[src/rtl/clk_meas_pkg.sv]
// clk_meas_pkg: shared state encoding, default width and saturating adder for clk_period_meter
package clk_meas_pkg;
  localparam int CNT_W_DEF = 32;
  localparam int SAT_W = 64;
  typedef enum logic [1:0] {
    WAIT_RISE = 2'd0,
    MEAS_HIGH = 2'd1,
    MEAS_LOW  = 2'd2
  } state_e;
  function automatic logic [SAT_W:0] sat_add(input logic [SAT_W-1:0] a, input logic [SAT_W-1:0] b, input int w);
    logic [SAT_W:0] sum;
    logic [SAT_W:0] lim;
    sum = {1'b0, a} + {1'b0, b};
    lim = ({{SAT_W{1'b0}}, 1'b1} << w) - 1'b1;
    return sum > lim ? {1'b1, lim[SAT_W-1:0]} : {1'b0, sum[SAT_W-1:0]};
  endfunction
endpackage

[src/rtl/sync_edge_det.sv]
// sync_edge_det: multi-stage input synchronizer with single-cycle rise/fall pulses
module sync_edge_det #(
  parameter int SYNC_STAGES = 2
) (
  input  logic clk_in,
  input  logic rst_n,
  input  logic clr,
  input  logic sig_in,
  output logic rise,
  output logic fall
);
  logic [SYNC_STAGES-1:0] sync_q, sync_d;
  logic s, s_d_q, s_d_d;
  always_comb begin
    sync_d = {sync_q[SYNC_STAGES-2:0], sig_in};
    s = sync_q[SYNC_STAGES-1];
    s_d_d = s;
    rise = s & ~s_d_q;
    fall = ~s & s_d_q;
  end
  always_ff @(posedge clk_in) begin
    if (!rst_n || clr) begin
      sync_q <= '0;
      s_d_q <= 1'b0;
    end else begin
      sync_q <= sync_d;
      s_d_q <= s_d_d;
    end
  end
endmodule

[src/rtl/clk_period_meter.sv]
// clk_period_meter: measures high time and period of a slow input in clk_in cycles
module clk_period_meter
  import clk_meas_pkg::*;
#(
  parameter int          CNT_W       = CNT_W_DEF,
  parameter int unsigned TIMEOUT     = 8000000,
  parameter int          SYNC_STAGES = 2
) (
  input  logic             clk_in,
  input  logic             rst_n,
  input  logic             sig_in,
  input  logic             clr,
  output logic [CNT_W-1:0] period_out,
  output logic [CNT_W-1:0] high_out,
  output logic             meas_valid,
  output logic             overflow,
  output logic             sig_lost
);
  state_e state_q, state_d;
  logic [CNT_W-1:0] run_cnt_q, run_cnt_d, high_len_q, high_len_d, period_q, period_d, high_q, high_d;
  logic high_sat_q, high_sat_d, ovf_q, ovf_d, valid_q, valid_d, lost_q, lost_d;
  logic rise, fall, run_sat, timeout, publish;
  logic [SAT_W:0] sum;
  sync_edge_det #(.SYNC_STAGES(SYNC_STAGES)) u_sync (
    .clk_in(clk_in),
    .rst_n(rst_n),
    .clr(clr),
    .sig_in(sig_in),
    .rise(rise),
    .fall(fall)
  );
  always_comb begin
    sum = sat_add(SAT_W'(high_len_q), SAT_W'(run_cnt_q), CNT_W);
    run_sat = &run_cnt_q;
    timeout = state_q != WAIT_RISE && !rise && !fall && run_cnt_q == CNT_W'(TIMEOUT);
    publish = state_q == MEAS_LOW && rise;
    run_cnt_d = (rise || fall) ? CNT_W'(1) : run_sat ? run_cnt_q : run_cnt_q + 1'b1;
    state_d = timeout ? WAIT_RISE : rise ? MEAS_HIGH : (fall && state_q == MEAS_HIGH) ? MEAS_LOW : state_q;
    high_len_d = (fall && state_q == MEAS_HIGH) ? run_cnt_q : high_len_q;
    high_sat_d = (fall && state_q == MEAS_HIGH) ? run_sat : high_sat_q;
    period_d = publish ? sum[CNT_W-1:0] : period_q;
    high_d = publish ? high_len_q : high_q;
    ovf_d = publish ? (high_sat_q | run_sat | (|sum[SAT_W:CNT_W])) : ovf_q;
    valid_d = publish;
    lost_d = publish ? 1'b0 : timeout ? 1'b1 : lost_q;
  end
  always_ff @(posedge clk_in) begin
    if (!rst_n || clr) begin
      state_q <= WAIT_RISE;
      run_cnt_q <= '0;
      high_len_q <= '0;
      high_sat_q <= 1'b0;
      period_q <= '0;
      high_q <= '0;
      ovf_q <= 1'b0;
      valid_q <= 1'b0;
      lost_q <= 1'b0;
    end else begin
      state_q <= state_d;
      run_cnt_q <= run_cnt_d;
      high_len_q <= high_len_d;
      high_sat_q <= high_sat_d;
      period_q <= period_d;
      high_q <= high_d;
      ovf_q <= ovf_d;
      valid_q <= valid_d;
      lost_q <= lost_d;
    end
  end
  assign period_out = period_q;
  assign high_out = high_q;
  assign meas_valid = valid_q;
  assign overflow = ovf_q;
  assign sig_lost = lost_q;
endmodule

[config.mk]
export PLATFORM = sky130hd
export DESIGN_NAME = clk_period_meter
export DESIGN_NICKNAME = d
export VERILOG_FILES = /design/src/rtl/clk_meas_pkg.sv /design/src/rtl/sync_edge_det.sv /design/src/rtl/clk_period_meter.sv
export SDC_FILE = /design/constraint.sdc
export NUM_CORES = 1
export LEC_CHECK = 0
export CAP_MARGIN = 25
export CORE_MARGIN = 2
export CORE_UTILIZATION = 50
export CTS_CLUSTER_SIZE = 30
export DETAILED_ROUTE_END_ITERATION = 7
export GPL_ROUTABILITY_DRIVEN = 0
export GPL_TIMING_DRIVEN = 0
export PLACE_DENSITY = 0.76
export SETUP_SLACK_MARGIN = 0.4
export SKIP_CTS_REPAIR_TIMING = 1
export SLEW_MARGIN = 30
export SYNTH_ARGS = -nofsm -noshare
export SYNTH_HDL_FRONTEND = slang
export SYNTH_SLANG_ARGS = --single-unit
[constraint.sdc]
create_clock -name clk_in -period 5.7 [get_ports clk_in]
set_input_delay 1.14 -clock clk_in [delete_from_list [all_inputs] [get_ports clk_in]]
set_output_delay 1.14 -clock clk_in [all_outputs]
set_load 0.05 [all_outputs]
* Yosys cells after proc, flatten, opt, wreduce, memory -nomap -nowiden
Cells that the tools add are included.
** Storage, ports and cells
- Register bits after elaboration :: 137
- Bits of input ports :: 4
- Output and inout port bits :: 67
- Logic and storage cells :: 49
** Cells by class
- Add/sub/neg operators :: 2
- $lt $le $gt $ge :: 1
- Eq/ne operators :: 4
- Multiplexer cells :: 5
- Bitwise logic cells :: 6
- Reductions and logical operators :: 18
** Operator list (count)
- $mux 65 :: 1
- $add 32x32->33 :: 1
- $gt 33x32->1 const B :: 1
- $reduce_or 33->1 :: 1
- $add 32x1->32 const B :: 1
- $eq 32x23->1 const B :: 1
- $reduce_and 32->1 :: 1
- $reduce_or 2->1 :: 3
- $logic_and 1x1->1 :: 5
- $mux 1 :: 4
- $reduce_bool 2->1 :: 2
- $logic_not 1->1 :: 3
- $reduce_or 3->1 :: 1
- $and 1x1->1 :: 2
- $eq 2x1->1 const B :: 1
- $eq 2x2->1 const B :: 1
- $logic_or 1x1->1 :: 2
- $ne 2x1->1 const B :: 1
- $not 1->1 :: 2
- $or 1x1->1 :: 2

* Depth between registers and ports, before layout
- Depth in word-level cells :: 7
- Depth in mapped cells :: 12
- Gate-level depth less buffers :: 11

* By module
From an unflattened synthesis, not the netlist that was laid out.
** Unflattened totals
- Cell total of the unflattened synthesis :: 847
- Area total of the unflattened synthesis :: 6730.2 um^2
** Modules (own cells, without submodules)
- clk_period_meter :: times used 1, cells an instance 839, area an instance 6631.4 um^2, sequential area each 2682.6 um^2
- sync_edge_det :: times used 1, cells an instance 8, area an instance 98.8 um^2, sequential area each 60.1 um^2

* Worst setup path after synthesis
No wires, ideal clock.
- Path type :: register -> register
- Start point :: reg run_cnt_q[0]
- End point :: reg period_q[22], in the netlist period_out[22]
- Library setup time :: 0.079 ns
- Arrival :: 2.465 ns
- Required time :: 5.621 ns
- Path slack :: 3.156 ns
- Cell stages (with the launch flop) :: 13
- Buffers on the path :: 1
- Clock period less this slack :: 2.544 ns
- Cells stage by stage :: dfxtp_1 -> ha_1 -> inv_1 -> fa_1 -> nand2b_1 -> a21o_1 -> a31oi_2 -> a32o_2 -> o211ai_2 -> and2_1 -> buf_6 -> and4b_1 -> a211oi_2
** Between the ends
- Cells in the longest elaborated chain, start to end :: 3
** Ends and longest elaborated chain
- start, declared :: RTL line clk_period_meter.sv:20 : logic [CNT_W-1:0] run_cnt_q, run_cnt_d, high_len_q, high_len_d, period_q, period_d, high_q, high_d;
- start signal, assigned :: RTL line clk_period_meter.sv:60 : run_cnt_q <= run_cnt_d;
- $add 32x32->33 * :: RTL line clk_meas_pkg.sv:13 : sum = {1'b0, a} + {1'b0, b};
- $gt 33x32->1 :: RTL line clk_meas_pkg.sv:15 : return sum > lim ? {1'b1, lim[SAT_W-1:0]} : {1'b0, sum[SAT_W-1:0]};
- $mux 65 * :: RTL line clk_meas_pkg.sv:15
- end signal, assigned :: RTL line clk_period_meter.sv:63 : period_q <= period_d;
- end, declared :: RTL line clk_period_meter.sv:20
Every way passes the cells marked *; elsewhere a longest branch is shown, timed or not.
A chain may end at the register's enable or synchronous reset.

* Final worst setup path
- Start point :: reg run_cnt_q[1]
- End point :: reg period_q[22], in the netlist period_out[22]
Same word-level chain as after synthesis.

==> results.txt <==
----------------------------------------------------
[Status]
  Status ... completed

[Worst setup path]
  Levels on crit path ... 10
  Largest fanout on the critical path ... 6
  Worst reg2reg path startpoint ... run_cnt_q[1]
  Cell with the biggest individual delay on the critical path ... dfxtp_1
  Number of buffers and inverters on the critical path ... 1
  Cells along the critical path ... inv_1 -> fa_1 -> nand2b_1 -> a21o_1 -> o21ai_1 -> nor4_1 -> or2_1 -> o311ai_2 -> o21ai_0 -> a211oi_2
  R2R depth ... 10
  Critical Path Source Type ... register
  Critical path capture point type ... register
  Critical register-to-register path endpoint ... period_out[22]
  CP required ... 6.06 ns
  CP max stage delay ... 0.48 ns
  CP arrival ... 3.42 ns
  Reg2Reg Setup Slack ... 2.64 ns
  Classification of the worst setup path ... reg2reg
  Delay-heaviest family, CP ... compound AO/OA/AOI/OAI gates

[Synth]
  Synthesized-area fraction occupied by ao, oa, aoi and oai cells ... 20.4%
  Combinational family with the most area after synthesis ... simple AND/OR/NAND/NOR gates
  Largest cells by area after synthesis ... dfxtp_1 (39%), a21oi_1 (9.1%), nand2_1 (8.8%)
  Simple logic cell fraction of the synthesized area ... 22.8%
  Area share of fa/ha/maj cells after synthesis ... 6.70%
  Warnings from Yosys ... 0
  Post-synthesis sequential element count ... between 100 and 150
  Largest area contributor in the netlist ... dfxtp_1
  Mean instance size in the synthesized netlist ... a little over 8 sq um
  Proportion of synthesized area in mux cells ... less than 1%
  Post-synthesis instance area ... 0.00703 sq mm
  Number of enable flip-flop cells after synthesis ... 0
  Predominant post-synthesis flop cell ... dfxtp_1
  Proportion of synthesized chip area in sequential cells ... between 30 and 40%
  Cells after Synth ... 859
  Synthesized net count ... 900
  Yosys top cell area share ... 39.0%
  Share of async-settable or async-resettable flops after synthesis ... 0%
  Xor/xnor cell area share of the yosys netlist ... about 6.4%
  Distinct cell type count after synthesis ... 79

[Layout]
  Sequential cell area ... 0.00274 sq mm
  Fraction of layout cells with a size suffix above 1 ... 8.64%
  Nets ... about 1000
  Area growth syn-to-layout ... 21.3%
  Area of the multi-input gates ... 0.00398 sq mm
  # diodes ... 0
  Fillers ... 1223

[Worst hold path]
  Class of the worst hold path ... reg2reg
  Start point of the worst min-delay path ... high_out[26]
  Instance count along the most critical hold path ... 2
  WHS Endpoint ... high_out[26]

[GRT]
  Number of antenna violations at the first check in global routing ... 0
  Maximum number of pins on one net before global-route repair ... 17
  Tot GR Track Use ... 25.8%
  Global route total overflow ... 0
  Number of global-route vias before repair ... 5919
  Wire length of the first global-routing pass ... roughly 30 mm

[Floorplanning]
  Top-Level Pins ... 71
  Placeable core region ... 0.0138 sq mm
  Die Footprint ... 0.0150 sq mm
  Floorplan die width ... 123 microns
  Die Span Y ... 123 microns
  Starting density of the core ... between 50% and 60%
  Cell Rows ... 43

[Timing]
  Unrepaired setup endpoints after global routing ... false
  Clock Skews ... 0.00777 ns
  Transition time of the tightest slew-check pin ... 0.762 ns
  Final TNS setup ... 0 ns
  Final-report hold violation count ... 0
  Fin crit share ... 53.7%
  Tightest slew margin relative to the limit ... 49.2%
  Final setup violating endpoints ... 0
  Final Critical Period ... 3.06 ns
  Final number of max-transition violations ... 0
  Max frequency ... between 300 and 400 MHz

[Drt]
  Via density per instance ... approximately 5.6
  Total DRC errors in the routed layout ... 0
  Antenna violation net count after detailed routing ... 0
  Wire length per cell after detailed routing ... 16.2 microns
  Number of iterations in the first detailed-routing pass ... 5
  Total wire length ... roughly 19 mm
  Via count of the routed design ... approximately 6400
  Count of routing violations after the opening detailed-route iteration ... 737

[Flow run]
  Number of maximum-capacitance violations ... 0

[Clock network]
  Num CTS Buffers ... 17
  Clock root cell ... clkbuf_16
  Latest clock arrival within the worst-skew pair ... 0.43 ns
  Number of H-tree levels ... 4
  Clock edge transition at the registers on the reported setup and hold paths ... 0.07 ns
  CTS tree ... done
  Number of sinks driven by the clock tree ... between 100 and 150
  Bufs on Longest Clock Path ... 2

[Power]
  Proportion of power drawn by combinational gates ... 1.6%
  Cell Int Power ... approximately 1600 uW
  Switching power as a share of total power ... 25.4%
  Power spent charging and discharging nets ... 529 uW
  Total power density per cell area ... 244 mW/mm^2
  IR Drop Worst-Case VDD ... about 210 uV
  Static power due to leakage ... between 0.003 and 0.004 uW
  Total power draw ... 2080 uW
  Sequential fraction of design power ... a little under half
  Clock network power share ... a little over half

[Placed design]
  Port buffer count ... 70
  Sum of net half-perimeters after detailed placement ... 13.6 mm

----------------------------------------------------
==> kinds of logic (layout without fill, tap and decap cells) <==
kind of cell             count (synthesis)  count (layout)
AO/OA/AOI/OAI                          236             236
XOR/XNOR                                51              51
adder cells (fa/ha/maj)                 37              37
buffers and inverters                   60             162
flip-flops                             137             137
multiplexers                             2               2
AND/OR/NAND/NOR                        336             336
==> worst max path at each step <==
stage            startpoint        endpoint  slack (ns)
2_1_floorplan  run_cnt_q[0]  period_out[22]        3.16
3_3_place_gp            clr    high_out[22]        2.51
3_5_place_dp            clr    high_out[13]        2.49
4_1_cts        run_cnt_q[1]  period_out[22]        2.63
5_1_grt        run_cnt_q[1]  period_out[22]        2.41
6_report       run_cnt_q[1]  period_out[22]        2.64
==> stage by stage <==
| stage | cell area, sq um | utilization, % | hold slack [ns] | std cells | setup WS (ns) |
|---|---|---|---|---|---|
| 2_1_floorplan | 7030 | - | 0.406 | 859 | 3.16 |
| 3_3_place_gp | 7950 | 57.5 | 0.411 | 1109 | 2.51 |
| 3_5_place_dp | 7950 | 57.5 | 0.439 | 1109 | 2.49 |
| 4_1_cts | 8520 | 61.6 | 0.455 | 1141 | 2.63 |
| 5_1_grt | 8520 | 61.6 | 0.476 | 1141 | 2.41 |
| 6_report | 8520 | 61.6 | 0.453 | 1141 | 2.64 |
==> synth_stat cells, drive strengths merged, types with 3 or more instances <==
| library cell | n |
|---|---|
| a2111oi | 3 |
| a21boi | 3 |
| a21o | 9 |
| a21oi | 130 |
| a31o | 3 |
| a31oi | 5 |
| and2 | 5 |
| and3 | 11 |
| and4 | 5 |
| buf | 14 |
| clkbuf | 30 |
| dfxtp | 137 |
| ha | 36 |
| inv | 15 |
| nand2 | 165 |
| nand2b | 5 |
| nand3 | 25 |
| nand4 | 14 |
| nor2 | 58 |
| nor2b | 4 |
| nor3 | 15 |
| nor4 | 6 |
| o211ai | 3 |
| o21a | 4 |
| o21ai | 53 |
| o221a | 3 |
| o311ai | 3 |
| or2 | 4 |
| or3 | 7 |
| xnor2 | 20 |
| xor2 | 31 |
==> layout make-up <==
| type | instances | area share, % |
|---|---|---|
| timing repair buffer | 70 | 8.22 |
| clock buffer | 17 | 4.99 |
| multi-input combinational | 662 | 46.7 |
| tap | 180 | 2.64 |
| clock inverter | 15 | 1.72 |
| inverter | 15 | 0.661 |
| sequential | 137 | 32.2 |
| buffer | 45 | 2.91 |
==> metal layers <==
metal | track usage (%) | up-vias | share of wire (%)
met5 | 0 | - | 0
met4 | 8.19 | 0 | 1.9
met3 | 5.16 | 30 | 5.9
met2 | 38.9 | 209 | 44
met1 | 37.0 | 2986 | 49
li1 | - | 3189 | -
==> worst min-delay path, delay by kind of cell (launching register included) <==
family | cells | cell delay [ns]
compound gates | 1 | 0.05
flops | 1 | 0.31
simple gates | 1 | 0.05
==> flip-flops by register name, summed over array words and instances, names as in the netlist <==
name / count
high_len_q: 32
high_out: 32
period_out: 32
run_cnt_q: 32
state_q: 2
u_sync.sync_q: 2
high_sat_q: 1
meas_valid: 1
overflow: 1
sig_lost: 1
u_sync.s_d_q: 1
==> power groups by stage <==
stage	combinational, uW	sequential (uW)	clock, uW
after global routing	35.0	959	1130
final	32.4	960	1090
after CTS	32.5	960	1100
after detailed placement	32.3	981	0
after floorplan	19.8	981	0
after global placement	31.9	981	0
==> layout by cell type, fill, tap and decap left out, drive strengths merged, types with 3 or more instances in the layout <==
cell,count
nand2,165
dfxtp,137
a21oi,130
clkdlybuf4s50,70
nor2,58
o21ai,53
clkbuf,47
ha,36
xor2,31
inv,27
nand3,25
xnor2,20
nor3,15
nand4,14
buf,14
and3,11
a21o,9
or3,7
nor4,6
nand2b,5
and4,5
and2,5
a31oi,5
o21a,4
nor2b,4
or2,4
o221a,3
a31o,3
o211ai,3
o311ai,3
a21boi,3
a2111oi,3
No activity file was read; power rests on OpenSTA's default activity.
==> edit, RTL diff (same settings) <==
Put one more register stage on the output `high_out`, without a reset. The value now appears one clock later. The other outputs are not delayed to match.
--- a/src/rtl/clk_period_meter.sv
+++ b/src/rtl/clk_period_meter.sv
@@ -70,3 +70,5 @@
   assign period_out = period_q;
-  assign high_out = high_q;
+  always_ff @(posedge clk_in) begin
+    high_out <= high_q;
+  end
   assign meas_valid = valid_q;
Behaviour: not the same (Yosys sat finds a counterexample within 10 cycles, from zero or initial values).
==> edit against the original RTL <==
Sequential cell count increased by 32; count of clock-buffer cells in the layout increased by 1; total power increased by 20%; final area increased by 5.6%; area after synthesis increased by 5.5%; routed wire length increased by 0.15%; synthesized cell count increased by 1.6%; sequential share of layout area increased by 5.4 points; setup slack got worse by 0.46 ns; critical path type unchanged; highest routed layer unchanged.
==> edit: results (changes against the original RTL) <==
Final layout
  • Antenna fix cells: 0 (unchanged)
  • Layout cells sized above 1: 6.05% (was 8.64%)
  • Post-layout util: 62.2% (was 61.6%)
  • Net total in the final layout: 1,003 (was 989)

Critical path
  • Delay-heaviest family, CP: compound AO/OA/AOI/OAI gates (unchanged)
  • Worst EP arrival: 3.84 ns (was 3.42 ns)
  • Largest incremental delay on the critical path: 0.59 ns (was 0.48 ns)
  • Worst-path cell with the longest stage delay: a211oi_4 (was dfxtp_1)
  • First element of the critical path: run_cnt_q[4]$_SDFFE_PP0N_ (was run_cnt_q[1]$_SDFFE_PP0N_)
  • Largest driver fanout on the critical path: 10 (was 6)

Min path
  • Tightest Hold Check Type: reg2reg (unchanged)
  • Startpoint of the tightest hold check path: high_q[12]$_SDFFE_PP0P_ (was high_out[26]$_SDFFE_PP0P_)

Global routing
  • Pin count of the biggest net entering global routing: 17 (unchanged)
  • Wire length of the first global-routing pass: 30,200 um (about the same)
  • Total GRT Usage: 23.7% (was 25.8%)
  • Number of antenna violations at the first check in global routing: 0 (unchanged)
  • Vias in the first global route: 6,074 (was 5,919)

Clock tree
  • Root Buffer Master: clkbuf_16 (unchanged)
  • Worst-skew pair later-pin latency: 0.44 ns
  • H-tree depth: 4 (unchanged)
  • Worst-case clock buffer depth: 2 (unchanged)
  • Inserted Clock Buffers: 17 (unchanged)
  • Clock-pin transition on the worst setup and hold timing paths: 0.07 ns (about the same)

Drt
  • Remaining antenna violation count after routing: 0 (unchanged)
  • DR pass1 iterations: 5 (unchanged)
  • First-iteration detailed-routing DRC count: 525 (was 737)
  • Wirelength per Cell: 16.0 um (was 16.2 um)
  • Routed Wire Length: 18,500 um (about the same)
  • Via count: 6,440 (was 6,414)

Place
  • Half-perimeter wire length of the detailed placement result: 13,100 um (was 13,600 um)
  • Area of placed instances: 8340 um^2 (was 7950 um^2)
  • Number of cells in the design after placement: 1,127 (was 1,109)
  • Port buffer count: 70 (unchanged)
  • Placement Setup Slack: 2.29 ns (was 2.49 ns)

Synthesis
  • Post-synthesis cell type count: 56 (was 79)
  • Register area share after synthesis: 45.7% (was 39.0%)
  • Share of synthesized flip-flops with an asynchronous set or reset: 0% (unchanged)
  • Synthesized instance count: 873 (was 859)
  • Cell types with the highest counts after synthesis: 170 x nand2_1, 169 x dfxtp_1, 130 x a21oi_1, 51 x o21ai_0, 47 x nor2_1 (was 165 x nand2_1, 137 x dfxtp_1, 128 x a21oi_1, 58 x nor2_1, 50 x o21ai_0)
  • Mapped Nets: 914 (was 900)
  • Synth area leaders: dfxtp_1 46%, a21oi_1 8.8%, nand2_1 8.6%, ha_1 6.1%, o21ai_0 3.4% (was dfxtp_1 39%, a21oi_1 9.1%, nand2_1 8.8%, ha_1 6.4%, xor2_1 3.9%)

Pwr
  • Switch share: 20.7% (was 25.4%)
  • Peak supply drop: 0.000203 V (was 0.000209 V)
  • Leakage power total: 3.24 nW (was 3.10 nW)

Timing
  • Max-slew violations: 0 (unchanged)
  • Max_slew headroom: 45.3% (was 49.2%)
  • Setup Skew: 0.00894 ns (was 0.00777 ns)

Outcome
  • Outcome: complete, no violations (unchanged)
==> edit: path summary, 6_finish.rpt <==
| check | endpoint | slack [ns] | cells after the start |
|---|---|---|---|
| worst max-delay path | period_out[5]$_SDFFE_PP0P_ | 2.18 | 10 |
| worst min-delay path | high_out[12]$_DFF_P_ | 0.35 | 0 |
| worst max register to register | period_out[5]$_SDFFE_PP0P_ | 2.18 | 10 |
| worst min register to register | high_out[12]$_DFF_P_ | 0.35 | 0 |
==> edit: metal layers <==
layer  share of wire, %  global-route usage, %
met3                5.5                   4.63
met2                 45                   36.6
met4                3.2                   12.1
met1                 47                   31.7
met5                  0                      0
==> edit: cell families after synthesis <==
family	count (synthesis)	share of synthesized area, %
AND/OR/NAND/NOR	307	18.6
flip-flops	169	45.7
multiplexers	1	0.135
XOR/XNOR	53	6.26
adder cells (fa/ha/maj)	37	6.35
buffers and inverters	64	3.70
AO/OA/AOI/OAI	242	19.3
==> edit: cell type report <==
type / instances / area, um^2
repair buffers: 70 / 701
clock inverters: 14 / 220
clock buffers: 18 / 439
multi-input cells: 640 / 3750
plain buffers: 47 / 210
flip-flops and latches: 169 / 3380
inverters: 17 / 63.8
fillers: 1236 / 5480
well taps: 184 / 230
==> edit: power groups by stage <==
stage	logic, W	clock network (W)	registers [W]
floorplan	0.0000170	0	0.00121
global placement	0.0000283	0	0.00121
detailed placement	0.0000285	0	0.00121
CTS	0.0000285	0.00129	0.00118
global route	0.0000316	0.00134	0.00118
finish	0.0000288	0.00128	0.00118
